## src/rtl/pixel_write_arbiter.sv

```systemverilog
// pixel_write_arbiter: round-robin, burst-locking arbiter of three pixel writers onto one framebuffer port
//   clk, rst (async, active-high)
//   req_valid/req_last[2:0], req_x/req_y[23:0] (8b per requester), req_colour[8:0] (3b per requester)
//   req_ready[2:0] (combinational grant), plot/x/y/colour (registered write port)
//   busy (burst locked), owner (locked or last-granted requester), clip_drop (clipped beat pulse)
//   Optional off-screen clipping when PIXEL_ARB_CLIP_EN is defined.
module pixel_write_arbiter #(
  parameter int H_RES = 160,
  parameter int V_RES = 120
) (
  input  logic        clk,
  input  logic        rst,
  input  logic [2:0]  req_valid,
  input  logic [2:0]  req_last,
  input  logic [23:0] req_x,
  input  logic [23:0] req_y,
  input  logic [8:0]  req_colour,
  output logic [2:0]  req_ready,
  output logic        plot,
  output logic [7:0]  x,
  output logic [7:0]  y,
  output logic [2:0]  colour,
  output logic        busy,
  output logic [1:0]  owner,
  output logic        clip_drop
);
`ifdef PIXEL_ARB_CLIP_EN
  localparam logic CLIP_EN = 1'b1;
`else
  localparam logic CLIP_EN = 1'b0;
`endif
  typedef enum logic {IDLE, LOCK} state_t;
  state_t state;
  logic [1:0] rr_ptr, winner, g;
  logic [7:0] gx, gy;
  logic [2:0] gc;
  logic gl, xfer, clip;
  function automatic logic [1:0] inc3(input logic [1:0] p);
    return p == 2'd2 ? 2'd0 : p + 2'd1;
  endfunction
  always_comb begin
    winner = req_valid[rr_ptr] ? rr_ptr : req_valid[inc3(rr_ptr)] ? inc3(rr_ptr) : inc3(inc3(rr_ptr));
    g = state == LOCK ? owner : winner;
    req_ready = rst ? 3'b000 : (state == LOCK || |req_valid) ? 3'b001 << g : 3'b000;
    xfer = |(req_valid & req_ready);
    gl = req_last[g];
    gx = req_x[8*g +: 8];
    gy = req_y[8*g +: 8];
    gc = req_colour[3*g +: 3];
    clip = CLIP_EN & (32'(gx) >= H_RES || 32'(gy) >= V_RES);
  end
  always_ff @(posedge clk or posedge rst)
    if (rst) begin
      state <= IDLE;
      rr_ptr <= 2'd0;
      owner <= 2'd0;
      busy <= 1'b0;
      plot <= 1'b0;
      clip_drop <= 1'b0;
      x <= 8'd0;
      y <= 8'd0;
      colour <= 3'd0;
    end else begin
      plot <= xfer & ~clip;
      clip_drop <= xfer & clip;
      if (xfer) begin
        x <= gx;
        y <= gy;
        colour <= gc;
        owner <= g;
        state <= gl ? IDLE : LOCK;
        busy <= ~gl;
        if (gl) rr_ptr <= inc3(g);
      end
    end
endmodule

```

## config.mk

```make
export PLATFORM = sky130hd
export DESIGN_NAME = pixel_write_arbiter
export DESIGN_NICKNAME = d
export VERILOG_FILES = /design/src/rtl/pixel_write_arbiter.sv
export SDC_FILE = /design/constraint.sdc
export NUM_CORES = 1
export LEC_CHECK = 0
export ABC_CLOCK_PERIOD_IN_PS = 3250
export CAP_MARGIN = 20
export CORE_ASPECT_RATIO = 0.75
export CORE_MARGIN = 3
export CORE_UTILIZATION = 30
export CTS_CLUSTER_SIZE = 14
export DETAILED_ROUTE_END_ITERATION = 8
export DONT_BUFFER_PORTS = 1
export GPL_ROUTABILITY_DRIVEN = 0
export SYNTH_ARGS = -nofsm -noshare
export SYNTH_HDL_FRONTEND = slang
export SYNTH_SLANG_ARGS = --single-unit
```

## constraint.sdc

```tcl
create_clock -name clk -period 3.25 [get_ports clk]
set_input_delay 0.325 -clock clk [delete_from_list [all_inputs] [get_ports clk]]
set_output_delay 0.325 -clock clk [all_outputs]
set_load 0.1 [all_outputs]
```

==> reports/metrics.csv, run 1 <==
metric;value;unit
flop2flop setup slack;0.74;ns
routed len/inst;19.8;um
ys async rst share;100;%
CTS H-tree lvls;1;
CTS root buf;clkbuf_8;
Slowest cell on crit path;o41ai_4;
worst reg-to-reg path cell count;7;
register area share after synthesis;42.4;%
Worst IR Drop VDD;0.000159;V
met2 GRT Util;24.7;%
antenna viol nets, final;0;
Hold WC Path Type;in -> async;
worst path cell trace;nor4bb_4 > o41ai_4 > and3b_1 > buf_4 > inv_2 > nor2_2 > buf_12;
fin crit period;2.76;ns
Synth area leader;dfrtp_1;
Worst EP required;2.92;ns
nets;209;
die extent in y;66.7;um
maximum capacitance violations;0;
Worst setup EP type;output pin;
register bit total from synthesis;25;
r2r startpoint;rr_ptr[0];
first-pass GRT wire length;6.36;mm
Worst-path clk slew;0.09;ns
WS Path Type;reg -> out;
failing checks;hold timing;
Synth Warn #;0;
I/O pins;92;
max incr delay on CP;0.58;ns
GRT busiest layer;met2;
Die ar.;5800;um^2
CTS tree;built;
largest net degree at the start of global routing;27;
# clock sinks;25;
Initial Util;32.1;%
Layout Area Growth over Synthesis;14.5;%
hold_ws;-0.00746;ns
# diodes;0;
number of global-route vias before repair;1207;
CTS Hold Buffers Added;0;
fmax;0.363;GHz
met1 usage;17.4;%
Post-synth EDFFs;0;
Port-buffer cells;0;
Die Span X;86.9;um
fin. max-slew vios;0;
worst-skew pair later-pin latency;0.26;ns
Pwr per Cell Area;307;nW/um^2
fin crit share;84.9;%
core area;4600;um^2
endpoints failing setup;0;
Startpoint Class;register;
gr ovfl total;0;
Primary FF master, synth;dfrtp_1;
Worst-Margin Slew;0.919;ns
setup TNS after final layout;0;ns
status;finished with violations;
met3 global-route usage;3.96;%
maximum clock path buffer count;2;
Placed Cells;196;
Yosys top cell area share;42.4;%
Mapped Cells;136;
syn_nets;201;
# rows;21;
non-filler cells, final;200;
mapped cell area;1470;um^2
crit-path max FO;20;
area post-placement;1640;um^2
Place WS;0.695;ns
post-route cell area;1690;um^2
cells taking the most area after synthesis;dfrtp_1 (42%), mux2i_1 (14%), a222oi_1 (13%), inv_1 (5.9%), o41ai_4 (1.9%);
share of cells above drive strength 1;20.3;%
Via density;5.82;
initial DRC count;106;
worst flop-to-flop path endpoint;x[7];
delay-heaviest family, CP;simple AND/OR/NAND/NOR gates;
clock skew;0.00233;ns
DR DRC count;0;
drt first pass iters;9;
LEAKAGE;0.711;nW
Slew HR;38.7;%
synth cell count leaders;dfrtp_1 (25), inv_1 (23), mux2i_1 (20);
post-detail-place hpwl;2.99;mm
Syn Area/Cell;10.8;um^2
vias;1163;
Post-CTS Setup Inserts;0;
All-Layer GR Usage;14.0;%
Distinct cells, synth;35;
crit path buf inv count;3;
final worst slack;0.492;ns
Crit path arrival time;2.43;ns
RSZ-0062 raised after global routing;no;
Routed WL;3.96;mm
final hold vios;21;
Post-CTS Resized;0;
count leader, synth;dfrtp_1;
CTS Buf Count;3;
initial antenna violation count;0;
## logic make-up after synthesis
family	after synthesis	synth area share (%)
buf+inv	34	10.0
compound gates	33	22.7
flops	25	42.4
simple gates	22	10.0
mux	21	14.6
other cells	1	0.254
## state kept, by name, indices dropped and copies added, names as in the netlist
name	flops
busy	1
colour	3
owner	2
plot	1
rr_ptr	2
x	8
y	8
## routing by layer
metal  wire length [um]  vias to the layer above  share of wire [%]
li1                   -                      528                  -
met1               1610                      579                 41
met2               2060                       54                 52
met3                288                        2                7.3
met4                  4                        0               0.10
met5                  0                        -                  0
## how the worst max path moves through the flow
stage / to / slack [ns] / startpoint / cells after the start
global placement: y[3] / 0.86 / rr_ptr[0] / 7
detailed placement: x[7] / 0.70 / rr_ptr[1] / 7
CTS: req_ready[0] / 0.48 / rr_ptr[1] / 7
floorplan: req_ready[2] / -0.26 / busy / 3
finish: req_ready[0] / 0.49 / rr_ptr[0] / 7
global route: req_ready[0] / 0.35 / rr_ptr[1] / 7
## final cells by class
type	instances	area (um^2)
clock buffers	3	41.3
clock inverters	1	7.51
fillers	438	2910
inverters	25	93.8
multi-input cells	77	721
flip-flops and latches	25	626
well taps	57	71.3
repair buffers	12	128
## power by group
group          total (mW)  switching, mW  internal, mW
Sequential          0.312       0.000764         0.311
Combinational      0.0208         0.0144       0.00634
Clock               0.186         0.0996        0.0867
Total               0.519          0.115         0.404
## stage by stage
stage | power [mW] | util (%)
6_report | 0.519 | 36.7
5_1_grt | 0.552 | 36.7
4_1_cts | 0.532 | 36.7
3_5_place_dp | 0.340 | 35.6
3_3_place_gp | 0.339 | 35.6
2_1_floorplan | 0.335 | -
## cell usage in the layout, fill, tap and decap left out, drive strengths merged, types with 2 or more instances in the layout
cell,instances
nand2,6
nor2,5
nor4,3
mux2i,20
o22ai,2
clkbuf,3
o41ai,2
inv,25
dfrtp,25
a21oi,3
buf,12
a222oi,19
and3b,2
(Power assumes the default switching activity.)
==> run 2: changes to the inputs <==
--- a/config.mk
+++ b/config.mk
@@ -5,7 +5,7 @@
 export SDC_FILE = /design/constraint.sdc
 export NUM_CORES = 1
 export LEC_CHECK = 0
-export ABC_CLOCK_PERIOD_IN_PS = 3250
+export ABC_CLOCK_PERIOD_IN_PS = 2400
 export CAP_MARGIN = 20
 export CORE_ASPECT_RATIO = 0.75
 export CORE_MARGIN = 3
==> constraint.sdc (replaced) <==
create_clock -name clk -period 2.4 [get_ports clk]
set_input_delay 0.24 -clock clk [delete_from_list [all_inputs] [get_ports clk]]
set_output_delay 0.24 -clock clk [all_outputs]
set_load 0.1 [all_outputs]
==> reports/metrics.csv, run 2 (same netlist as run 1, synthesis figures left out) <==
metric;value;unit;change
fillers;424;;was 438
# diodes;0;;unchanged
crit-path max FO;5;;was 20
die extent in y;66.7;um;unchanged
CTS H-tree lvls;1;;unchanged
maximum clock path buffer count;2;;unchanged
Register Area;636;um^2;was 626 um^2
largest net degree at the start of global routing;26;;was 27
vias;1231;;was 1163
Place WS;0.107;ns;was 0.695 ns
Startpoint Class;register;;unchanged
fmax;0.435;GHz;
Initial Util;32.1;%;unchanged
WS Path Type;reg -> out;;unchanged
initial antenna violation count;0;;unchanged
area occupied by multi-input gates;742;um^2;was 721 um^2
leading cell type in the layout, fill and taps excluded;inv_1;;was dfrtp_1
LEAKAGE;0.770;nW;was 0.711 nW
Layout Area Growth over Synthesis;23.9;%;was 14.5%
# clock sinks;25;;unchanged
maximum capacitance violations;0;;unchanged
Pwr per Cell Area;386;nW/um^2;was 307 nW/um^2
Routed WL;4.12;mm;was 3.96 mm
worst-skew pair later-pin latency;0.27;ns;was 0.26 ns
fin crit share;95.8;%;
Worst EP required;2.16;ns;was 2.92 ns
Hold WC Path Type;in -> reg;;was in -> async
core area;4600;um^2;unchanged
Die ar.;5800;um^2;unchanged
CTS tree;built;;unchanged
final hold vios;0;;was 21
clock skew;0.00399;ns;was 0.00233 ns
Worst-path clk slew;0.09;ns;about the same
Slew HR;38.8;%;was 38.7%
Regs by FF count;x: 8 flops, y: 8 flops, colour: 3 flops;;unchanged
CTS Buf Count;3;;unchanged
post-detail-place hpwl;3.26;mm;was 2.99 mm
number of global-route vias before repair;1300;;was 1207
Worst Hold Path Cells;1;;
RSZ-0062 raised after global routing;yes;;was no
initial DRC count;104;;was 106
routed len/inst;19.4;um;was 19.8 um
Via density;5.81;;was 5.82
Port-buffer cells;0;;unchanged
nets;221;;was 209
endpoints failing setup;0;;unchanged
All-Layer GR Usage;14.6;%;was 14.0%
Placed Cells;202;;was 196
worst reg-to-reg path cell count;9;;was 7
fin crit period;2.30;ns;
Crit path arrival time;2.06;ns;was 2.43 ns
gr ovfl total;0;;unchanged
commonest non-fill, non-tap cells in the layout;inv_1 (22), dfrtp_1 (21), mux2i_1 (20);;was dfrtp_1 (25), inv_1 (23), mux2i_1 (20)
I/O pins;92;;unchanged
# rows;21;;unchanged
Worst-Margin Slew;0.917;ns;was 0.919 ns
share of cells above drive strength 1;30.3;%;was 20.3%
drt first pass iters;8;;was 9
fin. max-slew vios;0;;unchanged
Worst setup EP type;output pin;;unchanged
non-filler cells, final;212;;was 200
CTS root buf;clkbuf_8;;unchanged
Worst IR Drop VDD;0.000207;V;was 0.000159 V
final worst slack;0.0999;ns;was 0.492 ns
antenna viol nets, final;0;;unchanged
first-pass GRT wire length;6.64;mm;was 6.36 mm
status;finished clean;;was finished with violations
hold_ws;0.0724;ns;was -0.00746 ns
Die Span X;86.9;um;unchanged
DR DRC count;0;;unchanged
==> run 2: cell types whose count changed in the layout (fill, tap and decap cells not counted), sizes merged <==
cell / before / now
dlygate4sd3: 0 / 1
clkinvlp: 1 / 2
inv: 25 / 24
buf: 12 / 23
==> run 2: layout make-up <==
type                       count  share of cell area (%)
timing repair buffer          24                    12.7
multi-input combinational     77                    40.6
sequential                    25                    34.8
inverter                      25                    5.34
clock inverter                 1                   0.411
tap                           57                    3.90
clock buffer                   3                    2.26
==> run 2: worst paths after layout <==
check | startpoint | endpoint | slack [ns]
setup reg to reg | rr_ptr[0] | x[7] | 0.11
max in group asynchronous | rst | owner[0] | 1.60
hold / removal | rst | owner[0] | 0.07
setup / recovery | rr_ptr[0] | req_ready[2] | 0.1
hold reg to reg | owner[1] | owner[1] | 0.59
min in group asynchronous | rst | busy | 0.53
==> run 2: routing by layer <==
layer	vias to the layer above	global-route usage [%]	share of wire (%)
met3	2	3.96	6.8
met2	54	27.0	55
met4	0	2.72	0.41
met1	618	17.0	38
li1	557	-	-
met5	-	0	0
==> run 2: critical path: stages, from the launching register on <==
cell	delay, ns
dfrtp_1	0.42
buf_4	0.16
nor4_4	0.34
o41ai_4	0.14
buf_4	0.16
nor4_4	0.25
buf_4	0.32
==> run 2: repair_timing <==
item                                    CTS  global route
pin swaps                                 1             2
resized for setup                         0             6
buffers inserted                          1             4
hold buffers                              1             0
endpoints found under the setup margin    2            23
hold endpoints to repair                 25             0
==> run 2: stage by stage <==
step	util [%]	total power [mW]	setup TNS (ns)	area (um^2)
after floorplan	-	0.455	0	1530
after global placement	37.1	0.460	0	1710
after detailed placement	37.1	0.461	0	1710
final	39.7	0.706	0	1830
after CTS	38.6	0.726	0	1770
after global routing	39.7	0.746	-0.0152	1830
==> run 2: power breakdown <==
group	leakage [nW]	total [mW]	internal (mW)	switching [mW]
sequential	0.232	0.422	0.421	0.000743
clock	0.0217	0.250	0.117	0.132
combinational	0.516	0.0339	0.0120	0.0219
total	0.770	0.706	0.551	0.155
==> run 3: changes to the inputs <==
--- a/config.mk
+++ b/config.mk
@@ -7,13 +7,14 @@
 export LEC_CHECK = 0
 export ABC_CLOCK_PERIOD_IN_PS = 2400
 export CAP_MARGIN = 20
-export CORE_ASPECT_RATIO = 0.75
+export CORE_ASPECT_RATIO = 1.4
 export CORE_MARGIN = 3
 export CORE_UTILIZATION = 30
 export CTS_CLUSTER_SIZE = 14
 export DETAILED_ROUTE_END_ITERATION = 8
 export DONT_BUFFER_PORTS = 1
 export GPL_ROUTABILITY_DRIVEN = 0
+export MAX_ROUTING_LAYER = met4
 export SYNTH_ARGS = -nofsm -noshare
 export SYNTH_HDL_FRONTEND = slang
 export SYNTH_SLANG_ARGS = --single-unit
==> reports/metrics.csv, run 3 (same netlist as run 1, synthesis figures left out) <==
metric;value;unit;change
total power;0.709;mW;was 0.706 mW
Via density;5.48;;was 5.81
Worst IR Drop VDD;0.000331;V;was 0.000207 V
hold_ws;0.0629;ns;was 0.0724 ns
final hold vios;0;;unchanged
number of global-route vias before repair;1308;;was 1300
clock skew;0.00802;ns;was 0.00399 ns
I/O pins;92;;unchanged
RSZ-0062 raised after global routing;yes;;unchanged
Layout Area Growth over Synthesis;29.5;%;was 23.9%
All-Layer GR Usage;15.1;%;was 14.6%
core area;4640;um^2;was 4600 um^2
met1 usage;16.8;%;was 17.0%
DR DRC count;0;;unchanged
Worst setup EP type;output pin;;unchanged
commonest non-fill, non-tap cells in the layout;inv_1 (22), mux2i_1 (20), dfrtp_1 (20);;was inv_1 (22), dfrtp_1 (21), mux2i_1 (20)
gr ovfl total;0;;unchanged
Worst EP required;2.16;ns;about the same
# clock sinks;25;;unchanged
Crit path arrival time;2.13;ns;was 2.06 ns
LEAKAGE;0.798;nW;was 0.770 nW
die extent in y;88.9;um;was 66.7 um
maximum clock path buffer count;2;;unchanged
CTS H-tree lvls;1;;unchanged
Slew HR;37.5;%;was 38.8%
Port-buffer cells;0;;unchanged
vias;1206;;was 1231
Hold WC Path Type;in -> reg;;unchanged
CTS tree;built;;unchanged
clock power share;35.9;%;was 35.4%
largest net degree at the start of global routing;26;;unchanged
endpoints failing setup;0;;unchanged
nets;224;;was 221
fin. max-slew vios;0;;unchanged
Die Span X;65.2;um;was 86.9 um
WS Path Type;reg -> out;;unchanged
post-detail-place hpwl;3.23;mm;was 3.26 mm
antenna viol nets, final;0;;unchanged
# diodes;0;;unchanged
drt first pass iters;6;;was 8
Die ar.;5800;um^2;about the same
worst reg-to-reg path cell count;8;;was 9
Worst Hold Path Cells;1;;unchanged
Worst-Margin Slew;0.938;ns;was 0.917 ns
Regs by FF count;x: 8 flops, y: 8 flops, colour: 3 flops;;unchanged
maximum capacitance violations;0;;unchanged
met3 global-route usage;2.39;%;was 3.96%
Initial Util;31.7;%;was 32.1%
routed len/inst;20.4;um;was 19.4 um
Pwr per Cell Area;372;nW/um^2;was 386 nW/um^2
Startpoint Class;register;;unchanged
fin crit period;2.37;ns;was 2.30 ns
logic gate share of total power;4.5;%;was 4.8%
fmax;0.423;GHz;was 0.435 GHz
sw frac;22.7;%;was 22.0%
first-pass GRT wire length;6.48;mm;was 6.64 mm
# rows;29;;was 21
status;finished clean;;unchanged
internal power;0.549;mW;was 0.551 mW
sequential power share;59.6;%;was 59.8%
Routed WL;4.49;mm;was 4.12 mm
Worst-path clk slew;0.09;ns;about the same
fin crit share;98.5;%;was 95.8%
share of cells above drive strength 1;32.9;%;was 30.3%
CTS Buf Count;3;;unchanged
GRT busiest layer;met2;;unchanged
leading cell type in the layout, fill and taps excluded;inv_1;;unchanged
CTS root buf;clkbuf_8;;unchanged
crit-path max FO;5;;unchanged
worst-skew pair later-pin latency;0.27;ns;about the same
met2 GRT Util;27.2;%;was 27.0%
P_sw;0.161;mW;was 0.155 mW
initial antenna violation count;0;;unchanged
initial DRC count;88;;was 104
==> run 3: cell count changes in the layout (fill, tap and decap cells not counted), sizes merged <==
cell / change
buf: +2
clkinv: +1
clkbuf: +1
clkinvlp: -1
==> run 3: worst max-delay path: stages, from the launching register on <==
cell and delay (ns):
dfrtp_2 0.47, and3b_2 0.26, o41ai_4 0.39, and3b_2 0.31
buf_12 0.12, inv_4 0.03, nor2_4 0.09, buf_12 0.18
==> run 3: per-stage QoR <==
step,cell area [um^2],util [%],setup TNS [ns],cells,worst slack (ns)
2_1_floorplan,1530,-,0,136,0.0132
3_3_place_gp,1720,37.0,0,206,0.133
3_5_place_dp,1720,37.0,0,206,0.0138
4_1_cts,1800,38.8,0,214,0.0243
5_1_grt,1910,41.1,-0.136,220,-0.0339
6_report,1910,41.1,0,220,0.0350
==> run 3: final cells by class <==
| type | instances | area [um^2] |
|---|---|---|
| fillers | 481 | 2740 |
| multi-input cells | 77 | 748 |
| flip-flops and latches | 25 | 637 |
| repair buffers | 27 | 300 |
| inverters | 25 | 100 |
| well taps | 62 | 77.6 |
| clock buffers | 3 | 41.3 |
| clock inverters | 1 | 5.00 |
==> run 3: repair_timing <==
item,in CTS,in global routing
pin swaps,1,8
buffers inserted,3,5
resized for setup,2,8
hold buffers,1,0
gates cloned,0,1
endpoints found under the setup margin,3,3
endpoints found under the hold margin,25,0
==> run 3: path summary, 6_finish.rpt <==
path | startpoint | endpoint | slack, ns
setup reg to reg | rr_ptr[1] | rr_ptr[1] | 0.06
min in group asynchronous | rst | rr_ptr[1] | 0.53
max in group asynchronous | rst | owner[0] | 1.59
hold reg to reg | owner[1] | owner[1] | 0.57
setup / recovery | rr_ptr[1] | req_ready[0] | 0.03
hold / removal | rst | owner[1] | 0.06
==> run 3: metal layers <==
metal / vias to the layer above / routed length (um) / part of all wire [%]
met5: - / 0 / 0
met4: 0 / 26 / 0.58
met3: 2 / 241 / 5.4
met2: 50 / 2550 / 57
met1: 597 / 1670 / 37
li1: 557 / - / -
==> run 3: power groups by stage <==
stage	Sequential [mW]	Combinational (mW)	Clock, mW
after floorplan	0.431	0.0249	0
after global placement	0.431	0.0294	0
after detailed placement	0.431	0.0305	0
after CTS	0.422	0.0322	0.266
after global routing	0.423	0.0354	0.287
final	0.423	0.0322	0.254
